===== config.mk =====
export PLATFORM = sky130hd
export DESIGN_NAME = multicycle_control_unit
export DESIGN_NICKNAME = d
export VERILOG_FILES = /design/src/rtl/multicycle_control_unit.sv
export SDC_FILE = /design/constraint.sdc
export NUM_CORES = 1
export LEC_CHECK = 0
export ABC_CLOCK_PERIOD_IN_PS = 6700
export CAP_MARGIN = 20
export CORE_UTILIZATION = 35
export DETAILED_ROUTE_END_ITERATION = 16
export SLEW_MARGIN = 40
export SYNTH_ARGS = -nofsm -noshare
export SYNTH_HDL_FRONTEND = slang
export SYNTH_SLANG_ARGS = --single-unit

===== constraint.sdc =====
create_clock -name clk -period 6.7 [get_ports clk]
set_clock_uncertainty 0.15 [all_clocks]
set_input_delay 1.34 -clock clk [delete_from_list [all_inputs] [get_ports clk]]
set_output_delay 1.34 -clock clk [all_outputs]
set_load 0.03 [all_outputs]

===== src/rtl/multicycle_control_unit.sv =====
// multicycle_control_unit
//   Control sequencer for a multi-cycle MIPS-subset datapath. Each instruction
//   moves through FETCH -> DECODE -> EXECUTE -> (MEMORY) -> (WRITEBACK). The
//   instruction word is held in an internal register (ir). Both memories use
//   req/ready handshakes. A wait counter turns a stalled handshake into a
//   sticky fault after MEM_TIMEOUT ready-low cycles.
//
// Ports
//   clk, rst              clock; asynchronous active-high reset
//   imem_rdata/ready      instruction word and instruction-memory handshake
//   dmem_ready            data-memory handshake
//   alu_zero              ALU zero flag, used by BEQ/BNE in EXECUTE
//   imem_req, dmem_req    memory request strobes
//   data_mem_wren         byte write mask for stores
//   reg_file_*            register file write strobe and input mux selects
//   alu_*                 ALU operand mux, operation and shift amount
//   pc_control, pc_wren   next-PC source and PC load strobe
//   retire                one pulse per completed instruction
//   fault, fault_cause    sticky fault flag and its cause

module multicycle_control_unit #(
  parameter int MEM_TIMEOUT = 16
) (
  input  logic        clk,
  input  logic        rst,
  input  logic [31:0] imem_rdata,
  input  logic        imem_ready,
  input  logic        dmem_ready,
  input  logic        alu_zero,
  output logic        imem_req,
  output logic        dmem_req,
  output logic [3:0]  data_mem_wren,
  output logic        reg_file_wren,
  output logic        reg_file_dmux_select,
  output logic        reg_file_rmux_select,
  output logic        alu_mux_select,
  output logic [3:0]  alu_control,
  output logic [4:0]  alu_shamt,
  output logic [1:0]  pc_control,
  output logic        pc_wren,
  output logic        retire,
  output logic        fault,
  output logic [1:0]  fault_cause
);

  typedef enum logic [2:0] {
    S_FETCH, S_DECODE, S_EXECUTE, S_MEMORY, S_WRITEBACK, S_FAULT
  } state_t;

  localparam logic [7:0] WAIT_LIMIT = 8'(MEM_TIMEOUT - 1);

  state_t      state;
  logic [31:0] ir;
  logic [7:0]  wait_cnt;
  logic [1:0]  cause;

  logic [5:0] opcode, funct;
  logic       is_rtype, is_j, is_jr, is_beq, is_bne, is_load, is_store;
  logic       is_pc_only, taken, legal;
  logic [3:0] alu_dec, store_mask;
  logic       imm_dec;

  // Register and immediate fields go straight to the datapath.
  logic unused_ir_fields;
  assign unused_ir_fields = ^ir[25:11];

  assign opcode   = ir[31:26];
  assign funct    = ir[5:0];
  assign is_rtype = (opcode == 6'b000000);
  assign is_j     = (opcode == 6'b000010);
  assign is_jr    = is_rtype && (funct == 6'b001000);
  assign is_beq   = (opcode == 6'b000100);
  assign is_bne   = (opcode == 6'b000101);
  assign is_load  = (opcode == 6'b100011);
  assign is_store = (opcode == 6'b101000) || (opcode == 6'b101001) ||
                    (opcode == 6'b101011);
  // Instructions that finish in EXECUTE with only a PC update.
  assign is_pc_only = is_j || is_jr || is_beq || is_bne;
  assign taken      = (is_beq && alu_zero) || (is_bne && !alu_zero);
  assign alu_shamt  = ir[10:6];

  always_comb begin
    legal = 1'b0;
    case (opcode)
      6'b000000: begin
        case (funct)
          6'b000000, 6'b000010, 6'b000011, 6'b001000, 6'b101010: legal = 1'b1;
          default: legal = (funct[5:3] == 3'b100);
        endcase
      end
      6'b000010, 6'b000100, 6'b000101,
      6'b001000, 6'b001001, 6'b001010, 6'b001100, 6'b001101, 6'b001111,
      6'b100011, 6'b101000, 6'b101001, 6'b101011: legal = 1'b1;
      default: legal = 1'b0;
    endcase
  end

  // ALU operation, operand select and store byte mask from the held IR.
  always_comb begin
    alu_dec    = 4'b0100;
    imm_dec    = 1'b0;
    store_mask = 4'b0000;
    case (opcode)
      6'b000000: begin
        case (funct)
          6'b100000: alu_dec = 4'b0101;
          6'b100001: alu_dec = 4'b0100;
          6'b100010: alu_dec = 4'b0111;
          6'b100011: alu_dec = 4'b0110;
          6'b100100: alu_dec = 4'b0000;
          6'b100101: alu_dec = 4'b0001;
          6'b100110: alu_dec = 4'b0010;
          6'b100111: alu_dec = 4'b0011;
          6'b101010: alu_dec = 4'b1000;
          6'b000000: alu_dec = 4'b1001;
          6'b000010: alu_dec = 4'b1010;
          6'b000011: alu_dec = 4'b1011;
          default:   alu_dec = 4'b0100;
        endcase
      end
      6'b000100, 6'b000101: alu_dec = 4'b0110;
      6'b001000: begin alu_dec = 4'b0101; imm_dec = 1'b1; end
      6'b001001: begin alu_dec = 4'b0100; imm_dec = 1'b1; end
      6'b001010: begin alu_dec = 4'b1000; imm_dec = 1'b1; end
      6'b001100: begin alu_dec = 4'b0000; imm_dec = 1'b1; end
      6'b001101: begin alu_dec = 4'b0001; imm_dec = 1'b1; end
      6'b001111: begin alu_dec = 4'b1100; imm_dec = 1'b1; end
      6'b100011: begin alu_dec = 4'b0100; imm_dec = 1'b1; end
      6'b101000: begin alu_dec = 4'b0100; imm_dec = 1'b1; store_mask = 4'b0001; end
      6'b101001: begin alu_dec = 4'b0100; imm_dec = 1'b1; store_mask = 4'b0011; end
      6'b101011: begin alu_dec = 4'b0100; imm_dec = 1'b1; store_mask = 4'b1111; end
      default: ;
    endcase
  end

  always_ff @(posedge clk or posedge rst) begin
    if (rst) begin
      state    <= S_FETCH;
      ir       <= 32'd0;
      wait_cnt <= 8'd0;
      cause    <= 2'b00;
    end else begin
      case (state)
        S_FETCH: begin
          if (imem_ready) begin
            ir       <= imem_rdata;
            state    <= S_DECODE;
            wait_cnt <= 8'd0;
          end else if (wait_cnt == WAIT_LIMIT) begin
            state    <= S_FAULT;
            cause    <= 2'b10;
            wait_cnt <= 8'd0;
          end else begin
            wait_cnt <= wait_cnt + 8'd1;
          end
        end
        S_DECODE: begin
          wait_cnt <= 8'd0;
          if (!legal) begin
            state <= S_FAULT;
            cause <= 2'b01;
          end else begin
            state <= S_EXECUTE;
          end
        end
        S_EXECUTE: begin
          wait_cnt <= 8'd0;
          if (is_pc_only)                state <= S_FETCH;
          else if (is_load || is_store)  state <= S_MEMORY;
          else                           state <= S_WRITEBACK;
        end
        S_MEMORY: begin
          if (dmem_ready) begin
            state    <= is_store ? S_FETCH : S_WRITEBACK;
            wait_cnt <= 8'd0;
          end else if (wait_cnt == WAIT_LIMIT) begin
            state    <= S_FAULT;
            cause    <= 2'b11;
            wait_cnt <= 8'd0;
          end else begin
            wait_cnt <= wait_cnt + 8'd1;
          end
        end
        S_WRITEBACK: begin
          wait_cnt <= 8'd0;
          state    <= S_FETCH;
        end
        default: begin
          wait_cnt <= 8'd0;
          state    <= S_FAULT;
        end
      endcase
    end
  end

  // Outputs decode from state/IR; rst forces the idle values without waiting
  // for a clock edge so no write strobe survives into reset.
  always_comb begin
    imem_req             = 1'b0;
    dmem_req             = 1'b0;
    data_mem_wren        = 4'b0000;
    reg_file_wren        = 1'b0;
    reg_file_dmux_select = 1'b0;
    reg_file_rmux_select = 1'b0;
    alu_mux_select       = 1'b0;
    alu_control          = 4'b0100;
    pc_control           = 2'b00;
    pc_wren              = 1'b0;
    retire               = 1'b0;
    fault                = 1'b0;
    fault_cause          = cause;
    if (!rst) begin
      case (state)
        S_FETCH: imem_req = 1'b1;
        S_EXECUTE: begin
          alu_control    = alu_dec;
          alu_mux_select = imm_dec;
          if (is_pc_only) begin
            pc_wren = 1'b1;
            retire  = 1'b1;
            if (is_j)       pc_control = 2'b01;
            else if (is_jr) pc_control = 2'b10;
            else if (taken) pc_control = 2'b11;
          end
        end
        S_MEMORY: begin
          alu_control    = alu_dec;
          alu_mux_select = imm_dec;
          dmem_req       = 1'b1;
          data_mem_wren  = store_mask;
          if (dmem_ready && is_store) begin
            pc_wren = 1'b1;
            retire  = 1'b1;
          end
        end
        S_WRITEBACK: begin
          alu_control          = alu_dec;
          alu_mux_select       = imm_dec;
          reg_file_wren        = 1'b1;
          reg_file_dmux_select = is_load;
          reg_file_rmux_select = is_rtype;
          pc_wren              = 1'b1;
          retire               = 1'b1;
        end
        S_FAULT: fault = 1'b1;
        default: ;
      endcase
    end
  end

endmodule


==> results.yml <==
logic_synthesis:
  synth_compound_area_share_pct: 15.1
  async_flop_share_pct: 100
  synth_area_mm2: 0.00204
  yosys-top-cells-area: "dfrtp_1, mux2_2, nor2_1"
  synthSimpleGateAreaFrac_pct: 25.4
  synth_edf_count: 0
  synthAdderAreaFrac_pct: 0.613
  synth_area_per_cell_um2: 8.87
  syn_inst: 230
  synth_top_cell_area_share_pct: 36.8
  yosysTopAreaCell: "dfrtp_1"
  yosysSeqAreaShare_pct: 36.8
  synth_fp_nets: 268
  yosysWarnings: 0
  synthFlopType: "dfrtp_1"
  synth_top_family_by_area: "simple AND/OR/NAND/NOR gates"
  ys_ff_latch: 30
  ys_types: 55
  synthMuxAreaShare_pct: 8.83
  synthXorXnorAreaFrac_pct: 3.43
power:
  cellPowerDensity_mw_per_mm2: 402
  irDropWorstVdd_v: 0.000204
  power.clock.fraction_pct: 15.2
  comb_power_share_pct: 46.7
  power_leakage_nw: 0.971
  p_sw_uw: 452
  total_power_mw: 1.02
  seqPwrFrac_pct: 38.1
  swShare_pct: 44.3
  p_int_uw: 567
hold_path:
  hold_end: "wait_cnt[0]$_DFF_PP0_"
  min_path_type: "register to register"
  hp-start: "wait_cnt[0]$_DFF_PP0_"
  hold_depth: 1
global_routing:
  top_usage_layer: "met2"
  grt_usage_pct: 15.2
  overflow: 0
  grtUsageMet1_pct: 20.9
  grt_start_max_net_pins: 31
  gr-usage-met2_pct: 23.2
  antenna_found_initial: 0
  grt_pass1_vias: 1542
  grt_pass1_wl_mm: 7.33
  met3_usage_pct: 3.60
floorplan:
  dieArea_mm2: 0.00614
  dieHeight_um: 78.4
  start_util_pct: 36.6
  coreArea_mm2: 0.00557
  ios: 63
  rows: 27
  die-width_um: 78.4
worst_setup_path:
  crit_path_start_kind: "input pin"
  reg2reg_depth: 5
  cp_common_cell: "clkdlybuf4s50_1"
  path_cells: "clkdlybuf4s50_1, inv_1, o21ai_0, nor3_1, nand2_1, a21oi_1, clkdlybuf4s50_1"
  critPathRequiredTime_ns: 5.21
  max_stage_delay_ns: 0.69
  cpLargestDelayFamily: "buffers and inverters"
  endpoint_kind: "output port"
  crit_type: "input pin to output port"
  arrival_ns: 3.38
  crit_fanout: 9
  rr_endpoint: "state[0]$_DFF_PP0_"
  crit_buf_inv: 3
  slowest_stage: "clkdlybuf4s50_1"
  r2r-start: "ir[29]$_DFFE_PP0P_"
  rrSetupSlack_ns: 4.29
drt:
  routed_wl_mm: 4.34
  viasPerCell: 5.17
  drt_iter0_drc: 96
  route.vias.total: 1732
  drc_errors: 0
  wl_per_cell_um: 12.9
  firstDrtPassIters: 4
  antenna_left: 0
sta:
  setup_viol: 0
  drv_slew: 0
  fmax_mhz: 205
  final.setup.tns_ns: 0
  relSlewSlack_pct: 62.8
  tightest_slew_ns: 0.552
  period_share_pct: 72.7
  rsz0062_at_grt: "false"
  timing.final.crit_period_ns: 4.87
  holdWs_ns: 0.315
  fin_ws_ns: 1.83
  hold_viol_final: 0
clock_tree:
  cts.path.max_buffers: 2
  hold_buffers: 0
  clkTransAtPathRegs_ns: 0.07
  postCtsSetupBuffers: 0
  cts_tree: "yes"
  cts.sinks: 30
  cts-resized-gates: 0
  htreeDepth: 2
  numCtsBuffers: 5
  cts-root-buf: "clkbuf_8"
  clk_latency_ns: 0.28
place:
  gp_congestion: 0.756
  port_buffers: 47
  place_area_mm2: 0.00244
  hpwlAfterDp_mm: 3.16
  place_ws_ns: 1.79
finish:
  area_growth_pct: 24.1
  fillers: 579
  fin_area_mm2: 0.00253
  drive_gt1_share_pct: 12.2
  antenna_cells: 0
  final_common_cell: "clkdlybuf4s50_1"
  nets: 300
  layout_common_cells: "clkdlybuf4s50_1, nor2_1, dfrtp_1, mux2_2, nand2_1"
flow_run:
  cap_viol_max_count: 0
status:
  status: "complete, no violations"
worst reg2reg max path: stages, from the launching register on:
cell and delay [ns]:
dfrtp_1 0.54, or3_4 0.49, or4_4 0.45, nor2_2 0.09
a211oi_1 0.09, or4_1 0.48
flip-flops by register name, summed over array words and instances (netlist names):
name and cells:
ir 17, wait_cnt 8, state 3, fault_cause 2
final cells by class:
class | instances | area [um2] | area share, %
clock buffers | 6 | 82.6 | 3.26
clock inverters | 2 | 12.5 | 0.494
inverters | 8 | 30.0 | 1.19
multi-input cells | 169 | 1090 | 43.0
flip-flops and latches | 30 | 751 | 29.6
well taps | 72 | 90.1 | 3.56
repair buffers | 48 | 478 | 18.9
synth_stat cells, types with 2 or more instances:
cell type / number
o21ai_0: 14
mux2_2: 16
nand2b_1: 2
xnor2_1: 4
or4_1: 3
nand3_1: 6
o22ai_1: 3
a21oi_1: 8
nor3_1: 6
nor4_1: 5
clkbuf_1: 7
a22oi_1: 2
and2_1: 3
a31oi_1: 3
nor4b_1: 2
a211oi_1: 4
buf_4: 8
nor2_1: 31
dfrtp_1: 30
inv_1: 8
nand2_1: 15
nor2b_1: 6
buf_6: 4
nor3b_1: 2
clkbuf_8: 2
nand3b_1: 4
xor2_1: 4
worst max path at each step:
stage	start	end	slack (ns)	depth (start not counted)
3_5_place_dp	rst	alu_control[0]	1.79	7
2_1_floorplan	rst	data_mem_wren[3]	1.88	4
6_report	rst	alu_control[0]	1.83	7
5_1_grt	rst	alu_control[3]	1.63	7
3_3_place_gp	rst	alu_control[3]	1.79	7
4_1_cts	rst	alu_control[0]	1.78	7
logic make-up after synthesis:
family          Yosys count
xor+xnor                  8
compound gates           47
simple gates             97
fa+ha+maj                 1
buf+inv                  31
flops                    30
mux                      16
power groups by stage:
stage | Combinational (mW) | Clock, mW | Sequential [mW]
5_1_grt | 0.528 | 0.168 | 0.408
3_5_place_dp | 0.480 | 0 | 0.390
6_report | 0.476 | 0.155 | 0.388
3_3_place_gp | 0.476 | 0 | 0.389
2_1_floorplan | 0.480 | 0 | 0.308
4_1_cts | 0.482 | 0.161 | 0.386
per-stage QoR:
stage          cells  util (%)
5_1_grt          335      45.4
6_report         335      45.4
2_1_floorplan    230         -
4_1_cts          335      45.4
3_3_place_gp     327      43.7
3_5_place_dp     327      43.7
metal layers:
metal	wire length (um)	share of wire [%]	vias to the layer above
li1	-	-	877
met1	2100	48	808
met2	1990	46	42
met3	201	4.6	5
met4	52	1.2	0
met5	0	0	-
(Power assumes the default switching activity.)
